<file path="config.mk">
export PLATFORM = sky130hd
export DESIGN_NAME = ets_vernier_sequencer
export DESIGN_NICKNAME = d
export VERILOG_FILES = /design/src/rtl/ets_vernier_sequencer.sv
export SDC_FILE = /design/constraint.sdc
export NUM_CORES = 1
export LEC_CHECK = 0
export ABC_AREA = 1
export ABC_CLOCK_PERIOD_IN_PS = 3200
export CAP_MARGIN = 40
export CORE_MARGIN = 10
export CORE_UTILIZATION = 55
export DETAILED_ROUTE_END_ITERATION = 8
export HOLD_SLACK_MARGIN = 0.15
export PLACE_DENSITY = 0.77
export RECOVER_POWER = 100
export SLEW_MARGIN = 20
export SYNTH_ARGS = -nofsm -noshare
export SYNTH_HDL_FRONTEND = slang
export SYNTH_SLANG_ARGS = --single-unit
</file>
<file path="constraint.sdc">
create_clock -name clk -period 3.2 [get_ports clk]
set_clock_uncertainty 0.15 [all_clocks]
set_input_delay 0.64 -clock clk [delete_from_list [all_inputs] [get_ports clk]]
set_output_delay 0.64 -clock clk [all_outputs]
set_load 0.05 [all_outputs]
</file>
<file path="src/rtl/ets_vernier_sequencer.sv">
// Vernier index sequencer: steps MMCM phase, settles, grants capture beats per point of T_MIN..T_MAX.
// Latency: start -> ps_en next cycle; ps_done -> t_valid after settle+1 cycles; last beat -> next ps_en/sweep_done next cycle.
// Backpressure: t_valid held with T stable until captures_per_pt beats accepted via t_ready.
// Optional macro ETS_SEQ_PS_TIMEOUT_EN adds a 16-bit phase-shift watchdog driving the sticky err flag.

module ets_vernier_sequencer #(
   parameter int T_MIN    = 2,
   parameter int T_MAX    = 120,
   parameter int SETTLE_W = 16,
   parameter int CNT_W    = 16
) (
   input  logic                clk,
   input  logic                rst,
   input  logic                start,
   input  logic                continuous,
   input  logic [SETTLE_W-1:0] settle_cycles,
   input  logic [CNT_W-1:0]    captures_per_pt,
   output logic                ps_en,
   input  logic                ps_done,
   output logic [7:0]          T,
   output logic                t_valid,
   input  logic                t_ready,
   output logic                busy,
   output logic                sweep_done,
   output logic                err
);

   localparam logic [2:0] ST_IDLE    = 3'd0;
   localparam logic [2:0] ST_SHIFT   = 3'd1;
   localparam logic [2:0] ST_WAIT_PS = 3'd2;
   localparam logic [2:0] ST_SETTLE  = 3'd3;
   localparam logic [2:0] ST_CAPTURE = 3'd4;
   localparam logic [2:0] ST_DONE    = 3'd5;

   localparam logic [6:0] T_MIN_L = 7'(T_MIN);
   localparam logic [6:0] T_MAX_L = 7'(T_MAX);

   logic [2:0]          state_q, state_d;
   logic [7:0]          t_q, t_d;
   logic                ps_en_q, ps_en_d;
   logic                t_valid_q, t_valid_d;
   logic                busy_q, busy_d;
   logic                sweep_done_q, sweep_done_d;
   logic [SETTLE_W-1:0] settle_lat_q, settle_lat_d;
   logic [SETTLE_W-1:0] settle_cnt_q, settle_cnt_d;
   logic [CNT_W-1:0]    cap_lat_q, cap_lat_d;
   logic [CNT_W-1:0]    cap_cnt_q, cap_cnt_d;

`ifdef ETS_SEQ_PS_TIMEOUT_EN
   logic [15:0]         wd_cnt_q, wd_cnt_d;
   logic                err_q, err_d;
`endif

   // Next-state, counter and index computation; outputs are registered copies of the next state.
   always_comb begin
      state_d      = state_q;
      t_d          = t_q;
      settle_lat_d = settle_lat_q;
      settle_cnt_d = settle_cnt_q;
      cap_lat_d    = cap_lat_q;
      cap_cnt_d    = cap_cnt_q;
`ifdef ETS_SEQ_PS_TIMEOUT_EN
      wd_cnt_d     = wd_cnt_q;
      err_d        = err_q;
`endif

      case (state_q)
         ST_IDLE: begin
            if (start) begin
               settle_lat_d = settle_cycles;
               // A zero beat count would never complete a point, so it is treated as one beat.
               cap_lat_d    = (captures_per_pt == '0) ? CNT_W'(1) : captures_per_pt;
               t_d          = {1'b1, T_MIN_L};
               state_d      = ST_SHIFT;
            end
         end
         ST_SHIFT: begin
            settle_cnt_d = '0;
            cap_cnt_d    = '0;
`ifdef ETS_SEQ_PS_TIMEOUT_EN
            wd_cnt_d     = '0;
`endif
            state_d      = ST_WAIT_PS;
         end
         ST_WAIT_PS: begin
            if (ps_done) begin
               state_d = (settle_lat_q != '0) ? ST_SETTLE : ST_CAPTURE;
            end
`ifdef ETS_SEQ_PS_TIMEOUT_EN
            else if (wd_cnt_q == 16'hFFFF) begin
               // The MMCM never answered: abandon the sweep and flag it until reset.
               err_d   = 1'b1;
               state_d = ST_IDLE;
            end else begin
               wd_cnt_d = wd_cnt_q + 16'd1;
            end
`endif
         end
         ST_SETTLE: begin
            if (settle_cnt_q == settle_lat_q - SETTLE_W'(1)) begin
               state_d = ST_CAPTURE;
            end else begin
               settle_cnt_d = settle_cnt_q + SETTLE_W'(1);
            end
         end
         ST_CAPTURE: begin
            if (t_valid_q && t_ready) begin
               if (cap_cnt_q == cap_lat_q - CNT_W'(1)) begin
                  if (t_q[6:0] != T_MAX_L) begin
                     t_d     = {1'b0, t_q[6:0] + 7'd1};
                     state_d = ST_SHIFT;
                  end else begin
                     state_d = ST_DONE;
                  end
               end else begin
                  cap_cnt_d = cap_cnt_q + CNT_W'(1);
               end
            end
         end
         ST_DONE: begin
            if (continuous) begin
               t_d     = {1'b1, T_MIN_L};
               state_d = ST_SHIFT;
            end else begin
               state_d = ST_IDLE;
            end
         end
         default: begin
            state_d = ST_IDLE;
         end
      endcase

      ps_en_d      = (state_d == ST_SHIFT);
      t_valid_d    = (state_d == ST_CAPTURE);
      busy_d       = (state_d != ST_IDLE);
      sweep_done_d = (state_d == ST_DONE);
   end

   // State, latched configuration, counters and registered outputs.
   always_ff @(posedge clk or posedge rst) begin
      if (rst) begin
         state_q      <= ST_IDLE;
         t_q          <= 8'd0;
         ps_en_q      <= 1'b0;
         t_valid_q    <= 1'b0;
         busy_q       <= 1'b0;
         sweep_done_q <= 1'b0;
         settle_lat_q <= '0;
         settle_cnt_q <= '0;
         cap_lat_q    <= '0;
         cap_cnt_q    <= '0;
      end else begin
         state_q      <= state_d;
         t_q          <= t_d;
         ps_en_q      <= ps_en_d;
         t_valid_q    <= t_valid_d;
         busy_q       <= busy_d;
         sweep_done_q <= sweep_done_d;
         settle_lat_q <= settle_lat_d;
         settle_cnt_q <= settle_cnt_d;
         cap_lat_q    <= cap_lat_d;
         cap_cnt_q    <= cap_cnt_d;
      end
   end

`ifdef ETS_SEQ_PS_TIMEOUT_EN
   // Phase-shift watchdog counter and sticky error flag.
   always_ff @(posedge clk or posedge rst) begin
      if (rst) begin
         wd_cnt_q <= '0;
         err_q    <= 1'b0;
      end else begin
         wd_cnt_q <= wd_cnt_d;
         err_q    <= err_d;
      end
   end

   assign err = err_q;
`else
   assign err = 1'b0;
`endif

   assign ps_en      = ps_en_q;
   assign T          = t_q;
   assign t_valid    = t_valid_q;
   assign busy       = busy_q;
   assign sweep_done = sweep_done_q;

endmodule

</file>
==> summary.md <==
| Metric | Value |
|---|---|
| Final worst-path setup slack | `0.3190 ns` |
| Clock latency on the worst-skew pair | `0.36 ns` |
| Hold buffer count at CTS | `0` |
| Flops & latches, synth | `79` |
| Synthesized area | `5539 µm²` |
| Final standard cell count with taps included and fillers excluded | `953` |
| Register-to-register path setup slack | `0.45 ns` |
| Post-placement setup slack | `0.5587 ns` |
| Commonest cells after routing, fill and taps aside | `nand2_1 (251), dfrtp_1 (79), inv_1 (79), nor2_1 (74), nand3_1 (66)` |
| Layout cells sized above 1 | `9.756%` |
| Cell taking the most area after synthesis | `dfrtp_1` |
| Number of H-tree levels | `3` |
| Synth Instances | `769` |
| Total placed cells including tap cells | `937` |
| Buffers added on ports | `49` |
| GPL Wtd Cong | `0.9464` |
| Most instantiated flip-flop cell in the synthesis netlist | `dfrtp_1` |
| Remaining number of nets flagged by the antenna check after routing | `0` |
| Core area | `9774 µm²` |
| Syn_nets | `813` |
| Vias per inst | `5.238` |
| Area of the die | `14490 µm²` |
| Fill cell count | `892` |
| Cell at the root of the clock tree | `clkbuf_8` |
| Io pins | `51` |
| Post-cts gate resize count | `0` |
| Ys Warns | `0` |
| Die height | `120.4 µm` |
| Sequential group share of total power | `36.1%` |
| Vias | `4992` |
| Clock buffer count from CTS | `9` |
| Final clock period utilization by the worst path | `90.03%` |
| Crit path largest cell delay | `0.64 ns` |
| Post-layout net count | `859` |
| Power share of the clock group | `16.8%` |
| Number of sinks handled by clock tree synthesis | `79` |
| Starting Density | `56.67%` |
| Max Root-Sink Buffers | `2` |
| Crit-path slowest cell | `clkbuf_1` |
| Synth top area cells | `dfrtp_1 (36%), nand2_1 (16%), nand3_1 (6.0%)` |
| Data required time of the critical path | `3.26 ns` |
| Switching Power | `1969 µW` |
| Cell-internal power | `2259 µW` |
| Distinct cells, synth | `44` |
| Power density over the cells | `678.8 nW/µm²` |
| Area share of the leading cell type in the synthesized netlist | `35.69%` |
| Post-Synthesis Mean Instance Area | `7.203 µm²` |
| Layout overhead on the synthesized area | `12.42%` |
| Share of synthesized cell area in and, or, nand and nor gates | `41.04%` |
| Setup repair after global routing missed its margin | `false` |
| Total setup buffers inserted after CTS | `0` |
| Crit. End Element | `flop` |
| Most common cell after layout, fill and taps aside | `nand2_1` |
| Fraction of registers with async set/reset | `100.0%` |
| Diodes inserted | `0` |
| Compound-cell area share of the yosys netlist | `6.528%` |
| Routed wire per std cell | `14.11 µm` |
| Worst rel slew slack | `-29.09%` |
| Part of the power in combinational logic | `47.1%` |
| Setup-failing EPs final | `0` |
| Crit Path Class | `in2reg` |
| Largest net degree at the start of global routing | `80` |
| Share of synthesized cell area in full adder, half adder and majority cells | `1.355%` |
| Worst Path Arrival | `2.94 ns` |
| Class of the worst hold path | `reg2reg` |
| DRC violation count after routing | `0` |
| Mux contribution to synthesized area | `0%` |
| TritonCTS clock tree | `yes` |
| Number of enable flip-flop cells after synthesis | `0` |
| Number of antenna violations at the first check in global routing | `0` |
| Gate family responsible for the most delay along the worst path | `buffers and inverters` |
| Length of the first detailed-routing pass in iterations | `5` |
| Switching share of total power | `46.57%` |
| Outcome | `complete, but fails checks` |
| Startpoint type of the worst setup path | `primary input` |
| Synth Area in XOR/XNOR | `7.228%` |
| Setup TNS Final | `0 ns` |
| Iteration-0 DRC count of the detailed router | `356` |
| Clk pin slew, worst setup/hold paths | `0.08 ns` |
| Number of global-route vias before repair | `4887` |
| Routed wire length | `13450 µm` |
| Overall global routing resource usage | `19.56%` |
| Number of pins exceeding their max-slew limit in the final report | `80` |
| Post-DP Area | `6102 µm²` |
| Time the worst path needs with I/O delays and setup | `2.881 ns` |
| Number of core rows | `36` |
| Die span in x | `120.4 µm` |
| Half-perimeter wire length of the detailed placement result | `10160 µm` |
| Final global-route overflow total | `0` |
| Critical path buffers and inverters | `4` |
| Static leakage | `0.002927 µW` |
| Worst-case vdd ir drop | `0.0002858 V` |
| Violated checks | `max-capacitance violations, max-slew violations` |
| Actual slew at the worst max-slew pin | `1.936 ns` |
| First-pass GRT wire length | `23510 µm` |
| # Max-Cap Violations | `1` |
| Final hold violations | `0` |
| Sequential cell area fraction in the yosys report | `35.69%` |
| Critical-path maximum fanout | `47` |
| Sequence of cells on the critical path | `dlygate4sd3_1, nand3_1, clkbuf_1, inv_1, clkbuf_2, nand2_1, o21ai_0` |
| Max frequency | `347.1 MHz` |
| Design Area, Final | `6227 µm²` |
| Dominant combinational cell family by area after synthesis | `simple AND/OR/NAND/NOR gates` |
==> metal layers <==
layer	vias to the layer above	part of all wire (%)	GRT usage [%]
li1	2523	-	-
met1	2326	49	26.94
met2	128	43	29.99
met3	15	6.1	4.048
met4	0	1.3	6.486
met5	-	0	0
==> worst reg2reg max path: stages, from the launching register on <==
cell and delay (ns):
dfrtp_1 0.40, inv_1 0.15, ha_1 0.23, nand3_2 0.15, nor2_4 0.18, xor2_1 0.17
nand2_1 0.07, nor2_1 0.10, nand2_1 0.06, nor2_1 0.29, nand2_2 0.12, nand2_4 0.11
nand2_4 0.07, nand2_8 0.23, nand2_1 0.12, o21ai_2 0.07
==> Yosys cell counts, drive strengths merged, types with 10 or more instances <==
master,number
xnor2,12
o21ai,50
clkbuf,10
inv,81
or2,12
nor2,89
xor2,31
nand3,69
nand2,264
nor3,13
nand4,14
dfrtp,79
==> flip-flops by register name (all words and copies together), names as in the netlist <==
name / cells
t_valid: 1
busy: 1
cap_cnt_q: 16
cap_lat_q: 16
ps_en: 1
sweep_done: 1
settle_cnt_q: 16
state_q: 3
T: 8
settle_lat_q: 16
==> cell type report <==
class | instances | area [µm²] | share of cell area [%]
clock buffers | 14 | 172.7 | 2.773
clock inverters | 2 | 13.76 | 0.2210
inverters | 81 | 304.0 | 4.882
multi-input cells | 590 | 3074 | 49.37
flip-flops and latches | 79 | 1977 | 31.75
well taps | 133 | 166.4 | 2.672
repair buffers | 54 | 519.2 | 8.338
==> cells by family (layout without fill, tap and decap cells) <==
| group | after synthesis | after routing |
|---|---|---|
| adders and majority gates | 6 | 6 |
| DFF | 79 | 79 |
| other | 1 | 1 |
| xor gates and xnor gates | 44 | 44 |
| buffers and inverters | 100 | 151 |
| and+or+nand+nor | 481 | 481 |
| AOI/OAI and AO/OA | 58 | 58 |
==> power groups by stage <==
stage | Clock [µW] | Combinational [µW] | Sequential, µW
after floorplan | 0 | 1640 | 1530
after global placement | 0 | 1970 | 1530
after detailed placement | 0 | 2030 | 1530
after CTS | 726 | 2040 | 1520
after global routing | 768 | 2260 | 1570
final | 709 | 1990 | 1530
==> metrics by stage <==
step	total power, µW	util (%)	hold WS [ns]
2_1_floorplan	3162	-	0.3192
6_report	4227	63.71	0.3519
3_3_place_gp	3495	62.43	0.3301
4_1_cts	4284	64.34	0.3672
3_5_place_dp	3563	62.43	0.3481
5_1_grt	4594	63.71	0.4067
==> final timing paths <==
check / start / endpoint / cells after the start
setup reg to reg: cap_lat_q[0]$_DFFE_PP0P_ / cap_cnt_q[9]$_DFFE_PP0P_ / 15
min in group asynchronous: rst / ps_en$_DFF_PP0_ / 3
hold reg to reg: T[7]$_DFFE_PP0P_ / T[7]$_DFFE_PP0P_ / 2
max in group asynchronous: rst / settle_lat_q[4]$_DFFE_PP0P_ / 3
setup / recovery: start / settle_lat_q[10]$_DFFE_PP0P_ / 7
hold / removal: T[7]$_DFFE_PP0P_ / T[7]$_DFFE_PP0P_ / 2
Note: power is estimated with default switching activity, not from simulation.
